===== config.mk =====
export PLATFORM = sky130hd
export DESIGN_NAME = pill_input_conditioner
export DESIGN_NICKNAME = d
export VERILOG_FILES = /design/src/rtl/pill_io_pkg.sv /design/src/rtl/pill_input_conditioner_debounce_channel.sv /design/src/rtl/pill_input_conditioner.sv
export SDC_FILE = /design/constraint.sdc
export NUM_CORES = 1
export LEC_CHECK = 0
export ABC_CLOCK_PERIOD_IN_PS = 2380
export BUFFER_PORTS_ARGS = -buffer_cell sky130_fd_sc_hd__buf_4
export CORE_MARGIN = 8
export CORE_UTILIZATION = 42
export CTS_CLUSTER_DIAMETER = 60
export DETAILED_ROUTE_END_ITERATION = 10
export PLACE_DENSITY = 0.58
export SYNTH_ARGS = -nofsm -noshare
export SYNTH_HDL_FRONTEND = slang
export SYNTH_SLANG_ARGS = --single-unit

===== constraint.sdc =====
create_clock -name clk -period 2.38 [get_ports clk]
set_clock_uncertainty 0.05 [all_clocks]
set_input_delay 0.357 -clock clk [delete_from_list [all_inputs] [get_ports clk]]
set_output_delay 0.357 -clock clk [all_outputs]
set_load 0.05 [all_outputs]

===== src/rtl/pill_io_pkg.sv =====
// pill_io_pkg: shared types and constants for the pill dispenser input path.
//   debounce_state_e      per-channel debounce FSM state encoding
//   CLK_HZ                system clock frequency
//   *_DEF                 default debounce / auto-repeat cycle counts at CLK_HZ
package pill_io_pkg;

   typedef enum logic [1:0] {
      IDLE_LO = 2'd0,
      WAIT_HI = 2'd1,
      IDLE_HI = 2'd2,
      WAIT_LO = 2'd3
   } debounce_state_e;

   localparam int CLK_HZ             = 50_000_000;
   localparam int DEBOUNCE_CYCLES_DEF = CLK_HZ / 100;   // 10 ms
   localparam int REPEAT_DELAY_DEF    = CLK_HZ / 2;     // 500 ms
   localparam int REPEAT_PERIOD_DEF   = CLK_HZ / 5;     // 200 ms

endpackage


===== src/rtl/pill_input_conditioner_debounce_channel.sv =====
// debounce_channel: one input bit -> 2-flop synchroniser, debounce FSM with
// qualification counter, registered rise pulse and optional key auto-repeat.
//   clk, rst_n   system clock, async active-low reset
//   raw          asynchronous pin (polarity set by INVERT)
//   level        debounced level, 1 = active
//   press        one-cycle pulse on debounced 0->1 (only when PULSE_EN)
// Optional macro PILL_KEY_REPEAT_EN: adds a hold counter producing repeat
// pulses while the level stays high.
//
// state   | meaning
// IDLE_LO | level 0, input agrees
// WAIT_HI | level 0, input high, counting stable cycles
// IDLE_HI | level 1, input agrees
// WAIT_LO | level 1, input low, counting stable cycles
module debounce_channel
   import pill_io_pkg::*;
#(
   parameter int DEBOUNCE_CYCLES = DEBOUNCE_CYCLES_DEF,
   parameter int REPEAT_DELAY    = REPEAT_DELAY_DEF,
   parameter int REPEAT_PERIOD   = REPEAT_PERIOD_DEF,
   parameter bit INVERT          = 1'b0,
   parameter bit PULSE_EN        = 1'b0
) (
   input  logic clk,
   input  logic rst_n,
   input  logic raw,
   output logic level,
   output logic press
);

   localparam int               CNT_W    = $clog2(DEBOUNCE_CYCLES + 1);
   localparam logic [CNT_W-1:0] CNT_LAST = CNT_W'(DEBOUNCE_CYCLES - 1);

   logic            sync1, sync2, active;
   debounce_state_e state, state_nx;
   logic [CNT_W-1:0] cnt, cnt_nx;
   logic            level_nx, rise, press_nx;

   // Synchroniser resets to the pin's inactive level so nothing qualifies
   // spuriously out of reset.
   always_ff @(posedge clk or negedge rst_n) begin
      if (!rst_n) begin
         sync1 <= INVERT;
         sync2 <= INVERT;
      end else begin
         sync1 <= raw;
         sync2 <= sync1;
      end
   end

   assign active = sync2 ^ INVERT;

   always_ff @(posedge clk or negedge rst_n) begin
      if (!rst_n) begin
         state <= IDLE_LO;
         cnt   <= '0;
         level <= 1'b0;
         press <= 1'b0;
      end else begin
         state <= state_nx;
         cnt   <= cnt_nx;
         level <= level_nx;
         press <= press_nx;
      end
   end

   always_comb begin
      state_nx = state;
      cnt_nx   = cnt;
      level_nx = level;
      rise     = 1'b0;
      case (state)
         IDLE_LO: if (active) begin
            state_nx = WAIT_HI;
            cnt_nx   = CNT_W'(1);
         end
         WAIT_HI: begin
            if (!active) begin
               state_nx = IDLE_LO;
               cnt_nx   = '0;
            end else if (cnt == CNT_LAST) begin
               state_nx = IDLE_HI;
               level_nx = 1'b1;
               cnt_nx   = '0;
               rise     = 1'b1;
            end else begin
               cnt_nx = cnt + 1'b1;
            end
         end
         IDLE_HI: if (!active) begin
            state_nx = WAIT_LO;
            cnt_nx   = CNT_W'(1);
         end
         WAIT_LO: begin
            if (active) begin
               state_nx = IDLE_HI;
               cnt_nx   = '0;
            end else if (cnt == CNT_LAST) begin
               state_nx = IDLE_LO;
               level_nx = 1'b0;
               cnt_nx   = '0;
            end else begin
               cnt_nx = cnt + 1'b1;
            end
         end
         default: begin
            state_nx = IDLE_LO;
            cnt_nx   = '0;
         end
      endcase
   end

`ifdef PILL_KEY_REPEAT_EN
   localparam int HOLD_MAX = (REPEAT_DELAY > REPEAT_PERIOD) ? REPEAT_DELAY : REPEAT_PERIOD;
   localparam int HOLD_W   = $clog2(HOLD_MAX + 1);

   logic [HOLD_W-1:0] hold_cnt, hold_last;
   logic              hold_first, fall, repeat_fire;

   // The level drops on the same edge as a would-be repeat: suppress it.
   assign fall        = (state == WAIT_LO) && !active && (cnt == CNT_LAST);
   assign hold_last   = hold_first ? HOLD_W'(REPEAT_DELAY - 1) : HOLD_W'(REPEAT_PERIOD - 1);
   assign repeat_fire = PULSE_EN && level && !fall && (hold_cnt == hold_last);

   always_ff @(posedge clk or negedge rst_n) begin
      if (!rst_n) begin
         hold_cnt   <= '0;
         hold_first <= 1'b1;
      end else if (!level || fall) begin
         hold_cnt   <= '0;
         hold_first <= 1'b1;
      end else if (repeat_fire) begin
         hold_cnt   <= '0;
         hold_first <= 1'b0;
      end else begin
         hold_cnt <= hold_cnt + 1'b1;
      end
   end

   assign press_nx = (PULSE_EN && rise) || repeat_fire;
`else
   localparam int unused_repeat_cfg = REPEAT_DELAY + REPEAT_PERIOD;

   assign press_nx = PULSE_EN && rise;
`endif

endmodule


===== src/rtl/pill_input_conditioner.sv =====
// pill_input_conditioner: synchronises and debounces every board input of
// the pill dispenser before it reaches the control FSM.
//   clk, rst_n    system clock (50 MHz), async active-low reset
//   keysIn        raw push-buttons, 0 = pressed
//   switchesIn    raw slide switches, 1 = on
//   keysLevel     debounced keys, 1 = pressed
//   keysPress     one-cycle pulse per debounced press
//   switchesOut   debounced switches
//   anyKeyPress   OR of keysPress
// Optional macro PILL_KEY_REPEAT_EN enables key auto-repeat pulses.
module pill_input_conditioner
   import pill_io_pkg::*;
#(
   parameter int NUM_KEYS        = 4,
   parameter int NUM_SW          = 18,
   parameter int DEBOUNCE_CYCLES = DEBOUNCE_CYCLES_DEF,
   parameter int REPEAT_DELAY    = REPEAT_DELAY_DEF,
   parameter int REPEAT_PERIOD   = REPEAT_PERIOD_DEF
) (
   input  logic                clk,
   input  logic                rst_n,
   input  logic [NUM_KEYS-1:0] keysIn,
   input  logic [NUM_SW-1:0]   switchesIn,
   output logic [NUM_KEYS-1:0] keysLevel,
   output logic [NUM_KEYS-1:0] keysPress,
   output logic [NUM_SW-1:0]   switchesOut,
   output logic                anyKeyPress
);

   // Switch channels are built without pulse logic; their press is tied low.
   logic [NUM_SW-1:0] unused_sw_press;

   for (genvar i = 0; i < NUM_KEYS; i++) begin : g_key
      debounce_channel #(
         .DEBOUNCE_CYCLES(DEBOUNCE_CYCLES),
         .REPEAT_DELAY   (REPEAT_DELAY),
         .REPEAT_PERIOD  (REPEAT_PERIOD),
         .INVERT         (1'b1),
         .PULSE_EN       (1'b1)
      ) u_chan (
         .clk  (clk),
         .rst_n(rst_n),
         .raw  (keysIn[i]),
         .level(keysLevel[i]),
         .press(keysPress[i])
      );
   end

   for (genvar i = 0; i < NUM_SW; i++) begin : g_sw
      debounce_channel #(
         .DEBOUNCE_CYCLES(DEBOUNCE_CYCLES),
         .REPEAT_DELAY   (REPEAT_DELAY),
         .REPEAT_PERIOD  (REPEAT_PERIOD),
         .INVERT         (1'b0),
         .PULSE_EN       (1'b0)
      ) u_chan (
         .clk  (clk),
         .rst_n(rst_n),
         .raw  (switchesIn[i]),
         .level(switchesOut[i]),
         .press(unused_sw_press[i])
      );
   end

   assign anyKeyPress = |keysPress;

endmodule

==> flow_summary.toml <==
[critical_path]
cp.arrival_ps = 1860
critPathLaunchType = "flip-flop"
reg2reg_slack_ps = 120
worstSetupPathType = "flip-flop to output pin"
required_ps = 1970
worstPathMaxFanout = 2
cp-end-kind = "output pin"

[logic_synthesis]
synth_cells = 3034
synth_area_leaders = "dfrtp_1 47%, a31oi_1 5.2%, nand2_1 4.8%"
synth_cell_type_count = 79
synth_area_per_cell_um2 = 9.17
synth_edf_count = 0
yosysSeqAreaShare_pct = 47.9
yosysWarnings = 0
yosysMostFrequentCell = "dfrtp_1"
syn_area_mm2 = 0.0278
synth_flop_cell = "dfrtp_1"
synth_top_cell_area_share_pct = 47.1
yosysTopAreaCell = "dfrtp_1"
synth_nets = 3080
async_flop_share_pct = 100
ys_ff_latch = 532
ys_top_cells_by_count = "524 x dfrtp_1, 352 x nand2_1, 232 x nand3_1, 229 x a31oi_1, 225 x a21oi_1"

[finish]
drive_gt1_share_pct = 11.2
antenna_cells = 0
finalNonFillerCells = 4057
design_area_mm2 = 0.0321
fillers = 6050
fin_nets = 3191
syn2layout_area_growth_pct = 15.4

[placement]
hpwl_um = 42200
placed_area_mm2 = 0.0295
place_congestion = 0.822
dp.cells = 3918
port_buffers = 50

[timing]
report.final.slew_viol_count = 0
fmax_mhz = 441
tightest_slew_ps = 813
setup_viol = 0
maxSlewHeadroom_pct = 45.6
min_period_ps = 2270
hold_violations = 0
hold_slack_ps = 213
rsz0062_at_grt = "no"
finalCritPeriodShare_pct = 95.2

[global_routing]
grt.overflow.total = 0
grt_pass1_wl_um = 109000
grt_max_degree = 83
antenna_found_initial = 0
grt_pass1_vias = 22800
grt_use_total_pct = 16.6

[die]
dieWidth_um = 273
die_area_mm2 = 0.0747
pin_count = 51
fp.dieH_um = 273
core.rowCount = 94
initial_core_util_pct = 42.4
core_mm2 = 0.0656

[power_and_ir_drop]
power.switching_mw = 6.64
swShare_pct = 27.8
p_seq_share_pct = 42.4
power_frac_comb_pct = 14.0
power_density_mw_per_mm2 = 745
p_int_mw = 17.3
ir_worst_vdd_uv = 745
p_leak_nw = 13.3
power.clock.fraction_pct = 43.6

[route]
drc = 0
postRouteWirelength_um = 62200
viasPerCell = 5.80
ant_nets = 0
drtPass1Iterations = 8
routedWlPerCell_um = 15.3
first_iter_violations = 1673
num_vias = 23500

[cts]
clockBufferDepth = 3
cts_tree = "done"
ctsHtreeMaxLevel = 3
insertion_delay_ps = 590
numCtsBuffers = 66
cts.clk_slew.worst_paths_ps = 60
clockRootBuffer = "clkbuf_16"
cts_sinks = 532

[status]
status = "completed"

[min_path]
hold_path_class = "input port to async pin"

[flow_run]
maxCapViolations = 0
==> routing by layer <==
| metal | track usage (%) | wire length, um |
|---|---|---|
| met5 | 0 | 0 |
| met4 | 4.85 | 1360 |
| met3 | 2.66 | 2340 |
| met2 | 27.1 | 28700 |
| met1 | 22.7 | 29700 |
==> timing repair <==
action | in CTS | in global routing
setup endpoints to repair | 4 | 42
hold buffers | 23 | 0
buffers inserted | 0 | 0
resized for setup | 2 | 7
endpoints found under the hold margin | 105 | 0
==> power groups by stage <==
stage,logic (mW),clock network (mW),registers [mW]
2_1_floorplan,2.44,0,10.1
3_3_place_gp,3.20,0,10.3
3_5_place_dp,3.32,0,10.3
4_1_cts,3.36,10.8,10.1
5_1_grt,3.79,11.1,10.2
6_report,3.34,10.4,10.1
==> flip-flops by register name, indices dropped and copies added, names as in the netlist, named ones only <==
signal,count
g_key.u_chan.cnt,76
g_key.u_chan.level,4
g_key.u_chan.press,4
g_key.u_chan.state,4
g_key.u_chan.sync1,4
g_key.u_chan.sync2,4
g_sw.u_chan.active,18
g_sw.u_chan.cnt,342
g_sw.u_chan.level,18
g_sw.u_chan.state,18
g_sw.u_chan.sync1,18
==> per-stage QoR <==
step	utilization, %	power, mW	setup WS, ps	TNS, ps
after floorplan	-	12.6	231	0
after global placement	45.0	13.5	50.7	0
after detailed placement	45.0	13.6	-69.6	-88.2
after CTS	48.8	24.3	0.0417	0
after global routing	48.9	25.1	2.32	0
final	48.9	23.9	113	0
==> critical path, stage by stage, from the launching register on <==
cell	delay, ps
dfrtp_2	500
or4_1	550
buf_4	210
==> logic make-up (layout without fill, tap and decap cells) <==
family	after synthesis	count (layout)	share of synthesized area (%)
mux	52	52	1.93
buf+inv	225	384	3.65
flops	532	532	47.9
compound gates	885	885	20.0
fa+ha+maj	22	22	0.990
xor+xnor	57	57	1.80
simple gates	1261	1261	23.8
==> layout by cell type, fill, tap and decap left out, drive strengths merged, types with 14 or more instances in the layout <==
master | Yosys | layout
and2 | 35 | 35
mux2i | 38 | 38
or2 | 26 | 26
nor3 | 65 | 65
dlygate4sd3 | 0 | 23
xnor2 | 25 | 25
and4 | 28 | 28
o31ai | 16 | 16
inv | 80 | 82
dfrtp | 524 | 524
buf | 65 | 165
or3 | 37 | 37
nor4 | 47 | 47
a31oi | 230 | 230
ha | 22 | 22
nand2 | 352 | 352
a21oi | 229 | 229
nand4 | 80 | 80
or4 | 20 | 20
clkinv | 0 | 18
and3 | 60 | 60
mux2 | 14 | 14
a21o | 43 | 43
o21ai | 177 | 177
a22o | 54 | 54
xor2 | 32 | 32
nand2b | 50 | 50
clkbuf | 80 | 84
nand3 | 232 | 232
nor2 | 170 | 170
a41oi | 56 | 56
==> path summary, 6_finish.rpt <==
path	from	endpoint	cells after the start
hold / removal	rst_n	g_sw[7].u_chan.active	2
min in group clk	g_sw[14].u_chan.sync1	g_sw[14].u_chan.active	0
max in group asynchronous	rst_n	g_key[1].u_chan.cnt[14]	3
setup reg to reg	g_sw[5].u_chan.cnt[6]	g_sw[5].u_chan.cnt[16]	6
setup / recovery	g_key[1].u_chan.press	anyKeyPress	2
hold reg to reg	g_sw[14].u_chan.sync1	g_sw[14].u_chan.active	0
==> cell type report <==
| class | count | area (um2) | share of cell area, % |
|---|---|---|---|
| timing repair buffer | 188 | 1580 | 4.91 |
| inverter | 80 | 300 | 0.935 |
| sequential | 532 | 13300 | 41.5 |
| tap | 864 | 1080 | 3.37 |
| multi-input combinational | 2277 | 13600 | 42.2 |
| clock inverter | 32 | 415 | 1.29 |
| clock buffer | 84 | 1850 | 5.77 |
(Power assumes the default switching activity.)
